File: config.mk
export PLATFORM = sky130hd
export DESIGN_NAME = pipelined_adder
export DESIGN_NICKNAME = d
export VERILOG_FILES = /design/src/rtl/pipelined_adder_pkg.sv /design/src/rtl/adder_segment.sv /design/src/rtl/pipelined_adder.sv
export SDC_FILE = /design/constraint.sdc
export NUM_CORES = 1
export LEC_CHECK = 0
export CAP_MARGIN = 20
export CELL_PAD_IN_SITES_DETAIL_PLACEMENT = 1
export CELL_PAD_IN_SITES_GLOBAL_PLACEMENT = 1
export CORE_ASPECT_RATIO = 0.8
export CORE_MARGIN = 8
export CORE_UTILIZATION = 46
export DETAILED_ROUTE_END_ITERATION = 8
export PLACE_DENSITY_LB_ADDON = 0.15
export SYNTH_ARGS = -nofsm -noshare
export SYNTH_HDL_FRONTEND = slang
export SYNTH_HIERARCHICAL = 1
export SYNTH_SLANG_ARGS = --single-unit
File: constraint.sdc
create_clock -name clk -period 4.7 [get_ports clk]
set_clock_uncertainty 0.05 [all_clocks]
set_input_delay 0.47 -clock clk [delete_from_list [all_inputs] [get_ports clk]]
set_output_delay 0.47 -clock clk [all_outputs]
set_load 0.01 [all_outputs]
File: src/rtl/pipelined_adder_pkg.sv
// Shared parameters and helpers for the segmented pipelined adder.
//   DEFAULT_WIDTH / DEFAULT_STAGES : default geometry of pipelined_adder
//   seg_lo()                       : bit offset of segment k
//   cfg_ok()                       : legal geometry check (WIDTH divisible by STAGES)
package pipelined_adder_pkg;

  localparam int unsigned DEFAULT_WIDTH  = 32;
  localparam int unsigned DEFAULT_STAGES = 4;

  // Low bit index of segment k.
  function automatic int unsigned seg_lo(int unsigned k, int unsigned seg_w);
    return k * seg_w;
  endfunction

  // Geometry is legal when every segment holds at least one bit and all are equal.
  function automatic bit cfg_ok(int unsigned width, int unsigned stages);
    return (stages >= 1) && (width >= 1) && (stages <= width) && ((width % stages) == 0);
  endfunction

endpackage

File: src/rtl/adder_segment.sv
// Combinational SEG_W-bit add slice.
//   a_seg, b_seg, cin : segment operands and carry-in
//   s                 : segment sum
//   cout              : carry out of the segment top bit
//   c_msb_in          : carry into the segment top bit (for signed overflow)
module adder_segment
  import pipelined_adder_pkg::*;
#(
  parameter int unsigned SEG_W = 8
) (
  input  logic [SEG_W-1:0] a_seg,
  input  logic [SEG_W-1:0] b_seg,
  input  logic             cin,
  output logic [SEG_W-1:0] s,
  output logic             cout,
  output logic             c_msb_in
);

  localparam int unsigned FULL_W = SEG_W + 1;

  logic [SEG_W:0] full;

  // The carry into the top bit is recovered from that bit's sum: s = a ^ b ^ c.
  always_comb begin
    full     = {1'b0, a_seg} + {1'b0, b_seg} + FULL_W'(cin);
    s        = full[SEG_W-1:0];
    cout     = full[SEG_W];
    c_msb_in = full[SEG_W-1] ^ a_seg[SEG_W-1] ^ b_seg[SEG_W-1];
  end

endmodule

File: src/rtl/pipelined_adder.sv
// Pipelined WIDTH-bit add/subtract; carry ripples one SEG_W segment per clock.
//   clk, rst             : clock, synchronous active-high reset
//   in_valid / in_ready  : operand handshake (sub, a, b, c_in)
//   out_valid / out_ready: result handshake (sum, c_out, overflow)
// Stage k registers: valid, carry out of segment k, completed low sum bits
// (deskew) and the still-unprocessed upper operand bits (skew).
module pipelined_adder
  import pipelined_adder_pkg::*;
#(
  parameter int unsigned WIDTH  = DEFAULT_WIDTH,
  parameter int unsigned STAGES = DEFAULT_STAGES
) (
  input  logic             clk,
  input  logic             rst,
  input  logic             in_valid,
  output logic             in_ready,
  input  logic             sub,
  input  logic [WIDTH-1:0] a,
  input  logic [WIDTH-1:0] b,
  input  logic             c_in,
  output logic             out_valid,
  input  logic             out_ready,
  output logic [WIDTH-1:0] sum,
  output logic             c_out,
  output logic             overflow
);

  localparam int unsigned SEG_W = WIDTH / STAGES;

  if (!cfg_ok(WIDTH, STAGES)) begin : g_bad_cfg
    $error("pipelined_adder: WIDTH must be a non-zero multiple of STAGES");
  end

  logic             advance;
  logic [WIDTH-1:0] b_eff;
  logic             cin_eff;

  // Subtract as a + ~b + ~borrow; inversion happens once, at capture.
  assign b_eff   = sub ? ~b : b;
  assign cin_eff = c_in ^ sub;

  for (genvar k = 0; k < STAGES; k++) begin : g_stage
    localparam int unsigned LO   = seg_lo(k, SEG_W);
    localparam int unsigned OP_W = WIDTH - LO;
    localparam int unsigned DN_W = LO + SEG_W;

    logic [OP_W-1:0]  a_in, b_in;
    logic             cin, v_in, load;
    logic [SEG_W-1:0] s_seg;
    logic             cout, c_msb;
    logic [DN_W-1:0]  s_new;
    logic             v_d, v_q, c_d, c_q;
    logic [DN_W-1:0]  s_d, s_q;

    // Stage inputs: ports for stage 0, previous stage registers otherwise.
    if (k == 0) begin : g_src
      assign a_in  = a;
      assign b_in  = b_eff;
      assign cin   = cin_eff;
      assign v_in  = in_valid;
      assign s_new = s_seg;
    end else begin : g_src
      assign a_in  = g_stage[k-1].g_skew.a_q;
      assign b_in  = g_stage[k-1].g_skew.b_q;
      assign cin   = g_stage[k-1].c_q;
      assign v_in  = g_stage[k-1].v_q;
      assign s_new = {s_seg, g_stage[k-1].s_q};
    end

    adder_segment #(.SEG_W(SEG_W)) u_seg (
      .a_seg    (a_in[SEG_W-1:0]),
      .b_seg    (b_in[SEG_W-1:0]),
      .cin      (cin),
      .s        (s_seg),
      .cout     (cout),
      .c_msb_in (c_msb)
    );

    // Data only loads for valid beats so the last stage holds across bubbles.
    assign load = advance & v_in;

    always_comb begin
      v_d = v_q;
      c_d = c_q;
      s_d = s_q;
      if (advance) v_d = v_in;
      if (load) begin
        c_d = cout;
        s_d = s_new;
      end
    end

    always_ff @(posedge clk) begin
      if (rst) begin
        v_q <= 1'b0;
        c_q <= 1'b0;
        s_q <= '0;
      end else begin
        v_q <= v_d;
        c_q <= c_d;
        s_q <= s_d;
      end
    end

    if (k < STAGES - 1) begin : g_skew
      localparam int unsigned HI_W = OP_W - SEG_W;
      logic [HI_W-1:0] a_d, a_q, b_d, b_q;
      logic            c_msb_unused;

      // Only the top segment's internal carry matters for overflow.
      assign c_msb_unused = c_msb;

      always_comb begin
        a_d = a_q;
        b_d = b_q;
        if (load) begin
          a_d = a_in[OP_W-1:SEG_W];
          b_d = b_in[OP_W-1:SEG_W];
        end
      end

      always_ff @(posedge clk) begin
        if (rst) begin
          a_q <= '0;
          b_q <= '0;
        end else begin
          a_q <= a_d;
          b_q <= b_d;
        end
      end
    end else begin : g_last
      logic ovf_d, ovf_q;

      always_comb begin
        ovf_d = ovf_q;
        if (load) ovf_d = c_msb ^ cout;
      end

      always_ff @(posedge clk) begin
        if (rst) ovf_q <= 1'b0;
        else     ovf_q <= ovf_d;
      end
    end
  end

  // Global stall: the whole pipe moves unless a finished result is blocked.
  assign advance   = ~g_stage[STAGES-1].v_q | out_ready;
  assign in_ready  = advance;
  assign out_valid = g_stage[STAGES-1].v_q;
  assign sum       = g_stage[STAGES-1].s_q;
  assign c_out     = g_stage[STAGES-1].c_q;
  assign overflow  = g_stage[STAGES-1].g_last.ovf_q;

endmodule

# After elaboration in Yosys (flattened, before gate mapping)
# Cells that the tools add are included.
[totals] register_bits=185 input_bits=70 out_inout_bits=36 elab_cells=39
[op_classes] add_sub_neg=8 n_mux=1 bitwise=11
[op_table] op="adder 8 x 8 -> 9 bit" count=4
[op_table] op="adder 9 x 1 -> 9 bit" count=4
[op_table] op="2-to-1 mux 32 bit" count=1
[op_table] op="inverter 32 bit" count=1
[op_table] op="AND 1 bit" count=4
[op_table] op="bitwise XOR 1 bit" count=4
[op_table] op="inverter 1 bit" count=1
[op_table] op="bitwise OR 1 bit" count=1

# Depth between registers and ports, before layout
[logic_depth] word_depth=5 mapped_depth=11 depth_no_buf=9

# Cells and area by module
# The synthesis kept the hierarchy.
[modules_own_cells] mod="pipelined_adder" instances=1 cells_per_inst=853 area_per_inst_um2=7422.1 seq_area_each_um2=3703.6
[modules_own_cells] mod="adder_segment (g_stage[1].u_seg ...)" instances=3 cells_per_inst=44 area_per_inst_um2=376.6 seq_area_each_um2=0.0
[modules_own_cells] mod="adder_segment (g_stage[0].u_seg)" instances=1 cells_per_inst=42 area_per_inst_um2=374.1 seq_area_each_um2=0.0

# Worst setup path after synthesis
# OpenSTA, ideal clock, no wires.
[synth_timing] path_kind="input to register" from="input port sub" to="register g_stage[0].c_q" setup_ns=0.120 arrival_ns=2.646 required_time_ns=4.530 setup_slack_ns=1.884 path_stages=11 path_buffers=2 cell_sequence="buf_4 > buf_4 > xor2_1 > fa_1 > fa_1 > a21o_2 > a21oi_2 > o211ai_1 > a31o_2 > nand3_1 > a21oi_1"
[synth_between] elab_chain_cells=3 elab_cells_between_ends=4 classes_between="add/sub (2); mux (1); bitwise (1)"
[synth_rtl] element="from (decl)" line="pipelined_adder.sv:17" rtl="input logic sub,"
[synth_rtl] element="2-to-1 mux 32 bit" line="pipelined_adder.sv:39" rtl="assign b_eff = sub ? ~b : b;"
[synth_rtl] element="named net b_eff[0]" line="pipelined_adder.sv:35" rtl="logic [WIDTH-1:0] b_eff;"
[synth_rtl] element="adder 8 x 8 -> 9 bit" line="adder_segment.sv:25" rtl="full = {1'b0, a_seg} + {1'b0, b_seg} + FULL_W'(cin);"
[synth_rtl] element="adder 9 x 1 -> 9 bit" line="adder_segment.sv:25"
[synth_rtl] element="named net g_stage[0].cout" line="pipelined_adder.sv:50" rtl="logic cout, c_msb;"
[synth_rtl] element="to (signal assigned)" line="pipelined_adder.sv:96" rtl="c_q <= 1'b0;"
[synth_rtl] element="to (signal assigned)" line="pipelined_adder.sv:100" rtl="c_q <= c_d;"
[synth_rtl] element="to (decl)" line="pipelined_adder.sv:52" rtl="logic v_d, v_q, c_d, c_q;"
# The timed path passes the listed nets, and every way through them passes these cells.
# A chain may end at the register's enable or synchronous reset.

# Final worst setup path
[layout_timing] from="input port out_ready" to="output port in_ready"
[layout_between] elab_chain_cells=1
[layout_rtl] element="from (decl)" line="pipelined_adder.sv:22" rtl="input logic out_ready,"
[layout_rtl] element="bitwise OR 1 bit" line="pipelined_adder.sv:147" rtl="assign advance = ~g_stage[STAGES-1].v_q | out_ready;"
[layout_rtl] element="to (decl)" line="pipelined_adder.sv:16" rtl="output logic in_ready,"
# No other way between the ends.

==> impl.org <==
** Floorplan
- The core region is approximately 19,000 sq um.
- Horizontal extent of the die :: 171 um
- After floorplanning, the core was divided into 45 placement rows.
- I/O Pins :: roughly 110
- Starting density of the core :: between 40 and 50%
- Total die area :: between 20,000 and 25,000 sq um
- The die is between 100 and 150 um tall.

** Timing
- Adding up every negative setup slack in the final design gives 0 ns.
- Worst slew margin :: between 20% and 30%
- Of the available clock period, the critical path in the final layout requires 59.7%.
- Setup repair after global routing left no endpoint under its margin.
- Hold is met by about 0.42 ns.
- The clock period could shrink to approximately 2.8 ns.
- Final hold violations :: 0
- Max Clk Rate :: 356 MHz
- Final Slew Violations :: 0
- Transition time at the pin with the least slew margin :: approximately 1.1 ns
- Setup violations remaining at the end of the flow were counted as 0.

** Final layout
- Number of diodes added for antenna fixing :: 0
- In the final layout, the share of cells above drive strength 1 is under 10%.
- Area of the multi-input gates :: 4510 sq um
- The sequential cells in the finished layout cover a total of 3700 sq um.
- Layout filler cell count :: between 2,000 and 2,500
- Area Growth Syn to Fin :: 17.6%
- Final #Nets :: roughly 1,200

** Flow run
- Across the run, the number of max-cap violations was 0.

** Clocking
- The root buffer cell chosen for the clock tree is sky130_fd_sc_hd__clkbuf_16.
- Total of hold buffers inserted after clock tree synthesis :: 0
- Largest buffer count on any clock path :: 2
- Total clock buffers created by CTS :: 17
- Setup fix buffers added after clock tree synthesis :: 0
- Clock slew at reported path FFs :: approximately 0.06 ns
- Number of gates given a new drive strength after cts :: 0
- Skew-Pair Late Insertion Delay :: ~0.43 ns
- Num Clock Sinks :: around 190
- TritonCTS built the clock tree.
- Number of H-tree levels :: 4

** Synth
- Instance count of the mapped netlist :: ~1,000
- The Yosys step of the flow raised 6 warnings.
- Total standard cell area after synthesis :: between 8000 and 9000 sq um
- Number of nets produced by synthesis :: around 1,100
- Avg Synthesized Cell Area :: slightly below 9 sq um

** Worst setup path
- Data arrives at the worst endpoint at roughly 2.3 ns.
- The critical path is of the primary input to primary output type.
- In this design, the stage delay of the slowest critical-path cell is 0.68 ns.
- STA classifies the critical path endpoint as a primary output.
- STA puts the critical path data required time at between 4 and 5 ns.
- Of all nets on the critical path, the largest fanout is 110.
- Critical Path, Cell by Cell :: clkdlybuf4s50_1, nor2b_4, inv_6, clkdlybuf4s50_1
- CP dominant cell by count :: sky130_fd_sc_hd__clkdlybuf4s50_1
- The slowest stage of the critical path is the sky130_fd_sc_hd__clkdlybuf4s50_1 cell.
- Critical Path Source Type :: primary input

** Global routing
- Entering global routing, the biggest net connects 134 pins.
- First-pass GRT wire length :: between 40,000 and 50,000 um
- Global-route total usage across every layer :: slightly above 20%
- The number of global-route vias before repair came to between 7,000 and 8,000.
- Antenna violations before repair :: 0
- Summed over all layers, the global routing overflow is 0.

** Route
- The first routing iteration left around 570 violations.
- Total detailed-routing wirelength :: about 24,000 um
- Post-route ant nets :: 0
- Count of vias placed by the detailed router :: approximately 7,700
- After detailed routing, the number of remaining DRC violations is 0.
- Using the TritonRoute via totals, the vias-per-cell ratio works out to slightly below 6.
- Dividing the detail-routed wire length by the instance count gives between 15 and 20 um.
- The first TritonRoute pass finished after 5 iterations.

** Placed design
- At the end of routability-driven placement, the weighted congestion stood at 0.796.
- Detailed Place HPWL :: about 16,000 um
- Port buffering added ~110 buffers.

** Pwr
- IR analysis of the VDD net gives a maximum drop of around 0.00023 V.
- In this run the static leakage power is approximately 0.0036 uW.
- Power density relative to cell area :: between 300 and 400 nW/um^2

** Outcome
- The run finished with clean final reports.

** Worst hold path
- Worst min path class :: flip-flop to flip-flop
==> final timing paths <==
path | from | to | slack (ns) | depth (start not counted)
max | out_ready | in_ready | 1.89 | 4
min | g_stage[1].s_q[15]$_SDFFE_PP0P_ | g_stage[1].s_q[15]$_SDFFE_PP0P_ | 0.42 | 2
max reg2reg | g_stage[2].g_skew.a_q[0]$_SDFFE_PP0P_ | overflow$_SDFFE_PP0P_ | 1.97 | 8
min reg2reg | g_stage[1].s_q[15]$_SDFFE_PP0P_ | g_stage[1].s_q[15]$_SDFFE_PP0P_ | 0.42 | 2
==> flip-flops by register name, indices dropped and copies added, names as in the netlist <==
register and flops:
g_stage.c_q 3, out_valid 1, g_stage.g_skew.b_q 48, g_stage.v_q 3
g_stage.g_skew.a_q 48, overflow 1, c_out 1, sum 32
g_stage.s_q 48
==> worst max-delay path: cells and delay by family <==
kind / cells / cell delay [ns]
buf+inv: 3 / 1.75
simple gates: 1 / 0.06
==> per-stage QoR <==
stage	setup slack (ns)	cell area (sq um)	total power, uW	std cells	util, %
final	1.89	10400	3570	1329	54.9
after global routing	1.77	10400	3710	1329	54.9
after CTS	1.87	10400	3590	1328	54.7
after detailed placement	1.60	9750	2110	1296	51.5
after global placement	1.64	9750	2100	1296	51.5
after floorplan	1.88	8830	1970	1021	-
==> layout make-up <==
class,count,share of cell area (%)
timing repair buffer,119,11.2
inverter,17,0.663
clock buffer,19,4.27
sequential,185,35.7
multi-input combinational,718,43.4
clock inverter,13,1.63
tap,258,3.11
==> layer usage <==
| layer | track usage (%) | part of all wire (%) |
|---|---|---|
| met2 | 31.2 | 45 |
| met5 | 0 | 0 |
| met1 | 29.7 | 49 |
| met3 | 3.82 | 5.8 |
| met4 | 4.71 | 0.95 |
==> layout by cell type, fill, tap and decap left out, types with 13 or more instances in the layout <==
master,count
sky130_fd_sc_hd__a21oi_1,187
sky130_fd_sc_hd__o21ai_1,19
sky130_fd_sc_hd__o21ai_0,153
sky130_fd_sc_hd__nand2b_1,13
sky130_fd_sc_hd__inv_1,15
sky130_fd_sc_hd__nand3_1,148
sky130_fd_sc_hd__buf_4,13
sky130_fd_sc_hd__a211oi_2,19
sky130_fd_sc_hd__clkbuf_16,17
sky130_fd_sc_hd__ha_1,28
sky130_fd_sc_hd__xor2_1,14
sky130_fd_sc_hd__clkdlybuf4s50_1,102
sky130_fd_sc_hd__xnor2_1,38
sky130_fd_sc_hd__dfxtp_1,185
==> power breakdown <==
group	switching, uW	leakage [uW]	internal, uW
Clock	631	0.000280	856
Combinational	237	0.00180	184
Sequential	34.2	0.00151	1630
(Power assumes the default switching activity.)
==> edit 1: new RTL, same settings <==
The package constant `DEFAULT_WIDTH` goes from 32 to 16.
--- a/src/rtl/pipelined_adder_pkg.sv
+++ b/src/rtl/pipelined_adder_pkg.sv
@@ -5,5 +5,5 @@
 package pipelined_adder_pkg;
 
-  localparam int unsigned DEFAULT_WIDTH  = 32;
+  localparam int unsigned DEFAULT_WIDTH  = 16;
   localparam int unsigned DEFAULT_STAGES = 4;
 
Interface: changed (resized a, b and sum); port bits go from 106 to 58. No check against the original RTL was run, so the function may have changed too.
==> edit 1 against the original RTL <==
Final cell count decreased by 50%. Maximum frequency increased by 15%. Area after synthesis decreased by 50%. Total power decreased by 50%. Global-route usage decreased by 2.4 points. Via count decreased by 51%. First-iteration DRC count decreased by 54%. Register-to-register slack improved by 0.77 ns. Wire length decreased by 53%. Worst setup slack improved by 0.36 ns. Sequential cell count decreased by 88. Final area decreased by 49%. Die area decreased by 45%.
==> edit 1: results (changes against the original RTL) <==
Routability Congestion = 0.749 (-5.8%)
Antenna Cells = 0 (unchanged)
reg-to-reg endpoint = overflow$_SDFFE_PP0P_
vias in the first global route = 3,964 (-48%)
post-CTS setup buffer count = 0 (unchanged)
total leakage power = 1.87 nW (-48%)
CTS H-tree depth = 3 (-1)
Worst-Margin Slew = 0.995 ns (-0.0551 ns)
worst hold-check path type = flip-flop to flip-flop
via count = 3,769 (-51%)
worst hold start = sum[2]$_SDFFE_PP0P_
largest net degree at the start of global routing = 95 (-29%)
max incr delay on CP = 0.45 ns (-0.23 ns)
Hold EP = sum[2]$_SDFFE_PP0P_
post-cts sizing count = 0 (unchanged)
slowest CP cell = clkdlybuf4s50_1
Avg WL per Cell = 17.4 microns (-5.2%)
initial antenna violation count = 0 (unchanged)
clock tree buffer depth = 2 (unchanged)
violation count after the first detailed-route iteration = 261 (-54%)
largest registers = g_stage.g_skew.a_q x24, g_stage.g_skew.b_q x24, g_stage.s_q x24
layout cells sized above 1 = 5.89% (-2.5 points)
first-pass GRT wire length = 19,700 microns (-51%)
pre-CTS setup slack = 1.87 ns (+0.266 ns)
CTS buffer count = 9 (-8)
Clk pin slew, worst setup/hold paths = 0.06 ns (about the same)
nets@finish = 597 (-49%)
number of buffers added on ports = 57 (-46%)
Worst Reg-to-Reg Cells = 8 (unchanged)
Detail Route Antenna Nets = 0 (unchanged)
post-DP HPWL = 7600 microns (-51%)
reg2reg setup slack = 2.74 ns (+0.77 ns)
VDD IR max = 0.186 mV (-19%)
Mapped Nets = 568 (-50%)
latest clock arrival within the worst-skew pair = 0.35 ns (-0.08 ns)
# fillers = 1,143 (-49%)
GRT Overall Usage = 18.1% (-2.4 points)
Critical R2R Launch = g_stage[2].g_skew.a_q[0]$_SDFFE_PP0P_
status = completed
Crit path arrival time = 2.67 ns (+0.38 ns)
Psw = 0.422 mW (-53%)
Crit path max-delay family = buffers and inverters
Worst Path Max Fanout = 17 (-85%)
DRT Pass-1 Iters = 4 (-1)
[edit 1: how the worst max path moves through the flow]
stage / from / to / slack, ns
global route: sub / g_stage[0].c_q$_SDFFE_PP0P_ / 2.08
CTS: sub / g_stage[0].c_q$_SDFFE_PP0P_ / 2.23
finish: sub / g_stage[0].c_q$_SDFFE_PP0P_ / 2.25
detailed placement: sub / g_stage[0].c_q$_SDFFE_PP0P_ / 1.87
floorplan: sub / g_stage[0].s_q[1]$_SDFFE_PP0P_ / 2.53
global placement: sub / g_stage[0].c_q$_SDFFE_PP0P_ / 2.04
[edit 1: power groups by stage]
stage / Sequential, mW / Combinational (mW) / Clock (mW)
global placement: 0.890 / 0.178 / 0
global route: 0.876 / 0.206 / 0.760
CTS: 0.873 / 0.188 / 0.732
finish: 0.872 / 0.185 / 0.711
detailed placement: 0.891 / 0.186 / 0
floorplan: 0.882 / 0.126 / 0
[edit 1: per-stage QoR]
| step | cells | instance area, sq um | power (mW) | hold slack, ns |
|---|---|---|---|---|
| final | 662 | 5270 | 1.77 | 0.428 |
| after global routing | 662 | 5270 | 1.84 | 0.452 |
| after CTS | 662 | 5270 | 1.79 | 0.430 |
| after detailed placement | 647 | 4990 | 1.08 | 0.420 |
| after global placement | 647 | 4990 | 1.07 | 0.412 |
| after floorplan | 510 | 4460 | 1.01 | 0.393 |
[edit 1: area by class of cell]
class | count | share of cell area [%]
Tap cell | 119 | 2.83
Clock buffer | 11 | 4.42
Clock inverter | 4 | 0.855
Inverter | 21 | 1.50
Multi-Input combinational cell | 345 | 41.7
Timing Repair Buffer | 65 | 11.9
Sequential cell | 97 | 36.9
[edit 1: metal layers]
layer,wire length [microns],part of all wire (%),global-route usage (%)
met1,5310,46,22.2
met2,5700,49,30.4
met3,364,3.2,4.71
met4,158,1.4,5.48
met5,0,0,0
[edit 1: worst register-to-register path: stages (launching register included)]
cell	delay, ns
dfxtp_1	0.33
fa_1	0.45
inv_1	0.09
fa_1	0.22
nor2b_1	0.06
o21ai_0	0.16
nand2b_1	0.12
xnor2_1	0.14
a311oi_1	0.26
==> edit 2: new RTL, config.mk and constraints unchanged <==
Made on the original files. Reset style: asynchronous (`rst`), changed in 3 clocked blocks. Comments in the files are not updated.
--- a/src/rtl/pipelined_adder.sv
+++ b/src/rtl/pipelined_adder.sv
@@ -91,5 +91,5 @@
     end
 
-    always_ff @(posedge clk) begin
+    always_ff @(posedge clk or posedge rst) begin
       if (rst) begin
         v_q <= 1'b0;
@@ -120,5 +120,5 @@
       end
 
-      always_ff @(posedge clk) begin
+      always_ff @(posedge clk or posedge rst) begin
         if (rst) begin
           a_q <= '0;
@@ -137,5 +137,5 @@
       end
 
-      always_ff @(posedge clk) begin
+      always_ff @(posedge clk or posedge rst) begin
         if (rst) ovf_q <= 1'b0;
         else     ovf_q <= ovf_d;
Check against the original RTL: differs if rst is asserted again (counterexample within 10 cycles, from zero or initial values and one cycle with rst high); with rst held inactive, the same outputs for 10 cycles.
==> edit 2 against the original RTL <==
Final area rose by 0.99%. Area after synthesis fell by 2.5%. Worst setup slack got worse by 0.18 ns. Wire length fell by 18%. Sequential cell count did not move. Critical path type is now flip-flop to flip-flop. Critical endpoint is now overflow$_DFFE_PP0P_.
Power is not compared: it rests on default switching activity, and its combinational part moved more than twofold at a synthesized area within 25%.
==> edit 2: results (changes against the original RTL) <==
clkbuf count = 17 (-2)
DRT Pass-1 Iters = 4 (-1)
post-DP HPWL = 13,400 microns (-14%)
Routability Congestion = 0.834 (+4.8%)
GRT Overall Usage = 17.7% (-2.8 points)
Worst Path Max Fanout = 4 (-96%)
slowest CP cell = fa_1
final setup margin = 1.71 ns (-0.182 ns)
total leakage power = 4.32 nW
Worst-Margin Slew = 1.06 ns (+0.00976 ns)
nets@finish = 841 (-28%)
syn avg cell area = 13.6 sq um (+57%)
area delta synth->final = 21.8%
Comb. pwr = 3.44 mW
latest clock arrival within the worst-skew pair = 0.43 ns (about the same)
Crit path max-delay family = compound AO/OA/AOI/OAI gates
met1 wire length = 8810 microns (-26%)
WHS = 0.451 ns (+0.0286 ns)
global routing met2 resource utilization = 31.1% (-0.068 points)
Die W = 169 microns (-1.2%)
via count = 5,416 (-29%)
Crit path arrival time = 3.24 ns (+0.95 ns)
metal2 WL = 10,200 microns (-6.2%)
fraction of area in registers = 44.1% (+8.5 points)
worst hold-check path type = flip-flop to flip-flop
Via-to-Cell Ratio = 5.41 (-6.2%)
met3 usage = 3.84% (+0.022 points)
NonClk Buf Share = 10.7% (-0.53 points)
count of multi-input gates = 404 (-44%)
violation count after the first detailed-route iteration = 247 (-57%)
first-pass GRT wire length = 33,200 microns (-18%)
metal3 WL = 710 microns (-50%)
P_clk = 1.48 mW
Cells after DPL = 969 (-25%)
reg2reg setup slack = 1.71 ns (-0.26 ns)
CTS H-tree depth = 4 (unchanged)
met1 Resource Use GR = 21.6% (-8.0 points)
status = completed
vias in the first global route = 6,371 (-17%)
pre-CTS setup slack = 1.47 ns (-0.129 ns)
Inverters excl. clock = 15 (-2)
placed cell area = 9880 sq um (+1.4%)
Buffers, non-clock = 112 (-5.9%)
layout cells sized above 1 = 29.7% (+21 points)
# fillers = 1,773 (-21%)
Mapped Nets = 739 (-34%)
clk tree area frac = 5.77% (-0.12 points)
post-cts sizing count = 0 (unchanged)
largest net degree at the start of global routing = 92 (-31%)
area of the multi-input gates = 3750 sq um (-17%)
max incr delay on CP = 0.53 ns (-0.15 ns)
Avg WL per Cell = 19.9 microns (+8.5%)
-- edit 2: cell count changes in the layout (fill, tap and decap cells not counted), sizes merged, moves of 129 or more --
cell | unedited run | this run
dfrtp | 0 | 185
dfxtp | 185 | 0
mux2 | 0 | 158
o21ai | 172 | 22
nand3 | 148 | 0
a21oi | 193 | 64
-- edit 2: path summary, 6_finish.rpt --
kind	startpoint	depth (start not counted)	endpoint
worst max register to register	g_stage[2].g_skew.a_q[0]$_DFFE_PP0P_	8	overflow$_DFFE_PP0P_
min in group asynchronous	rst	2	g_stage[1].s_q[0]$_DFFE_PP0P_
max in group asynchronous	rst	3	g_stage[0].g_skew.b_q[11]$_DFFE_PP0P_
worst max-delay path	g_stage[2].g_skew.a_q[0]$_DFFE_PP0P_	8	overflow$_DFFE_PP0P_
worst min register to register	g_stage[2].v_q$_DFFE_PP0P_	2	out_valid$_DFFE_PP0P_
worst min-delay path	g_stage[2].v_q$_DFFE_PP0P_	2	out_valid$_DFFE_PP0P_
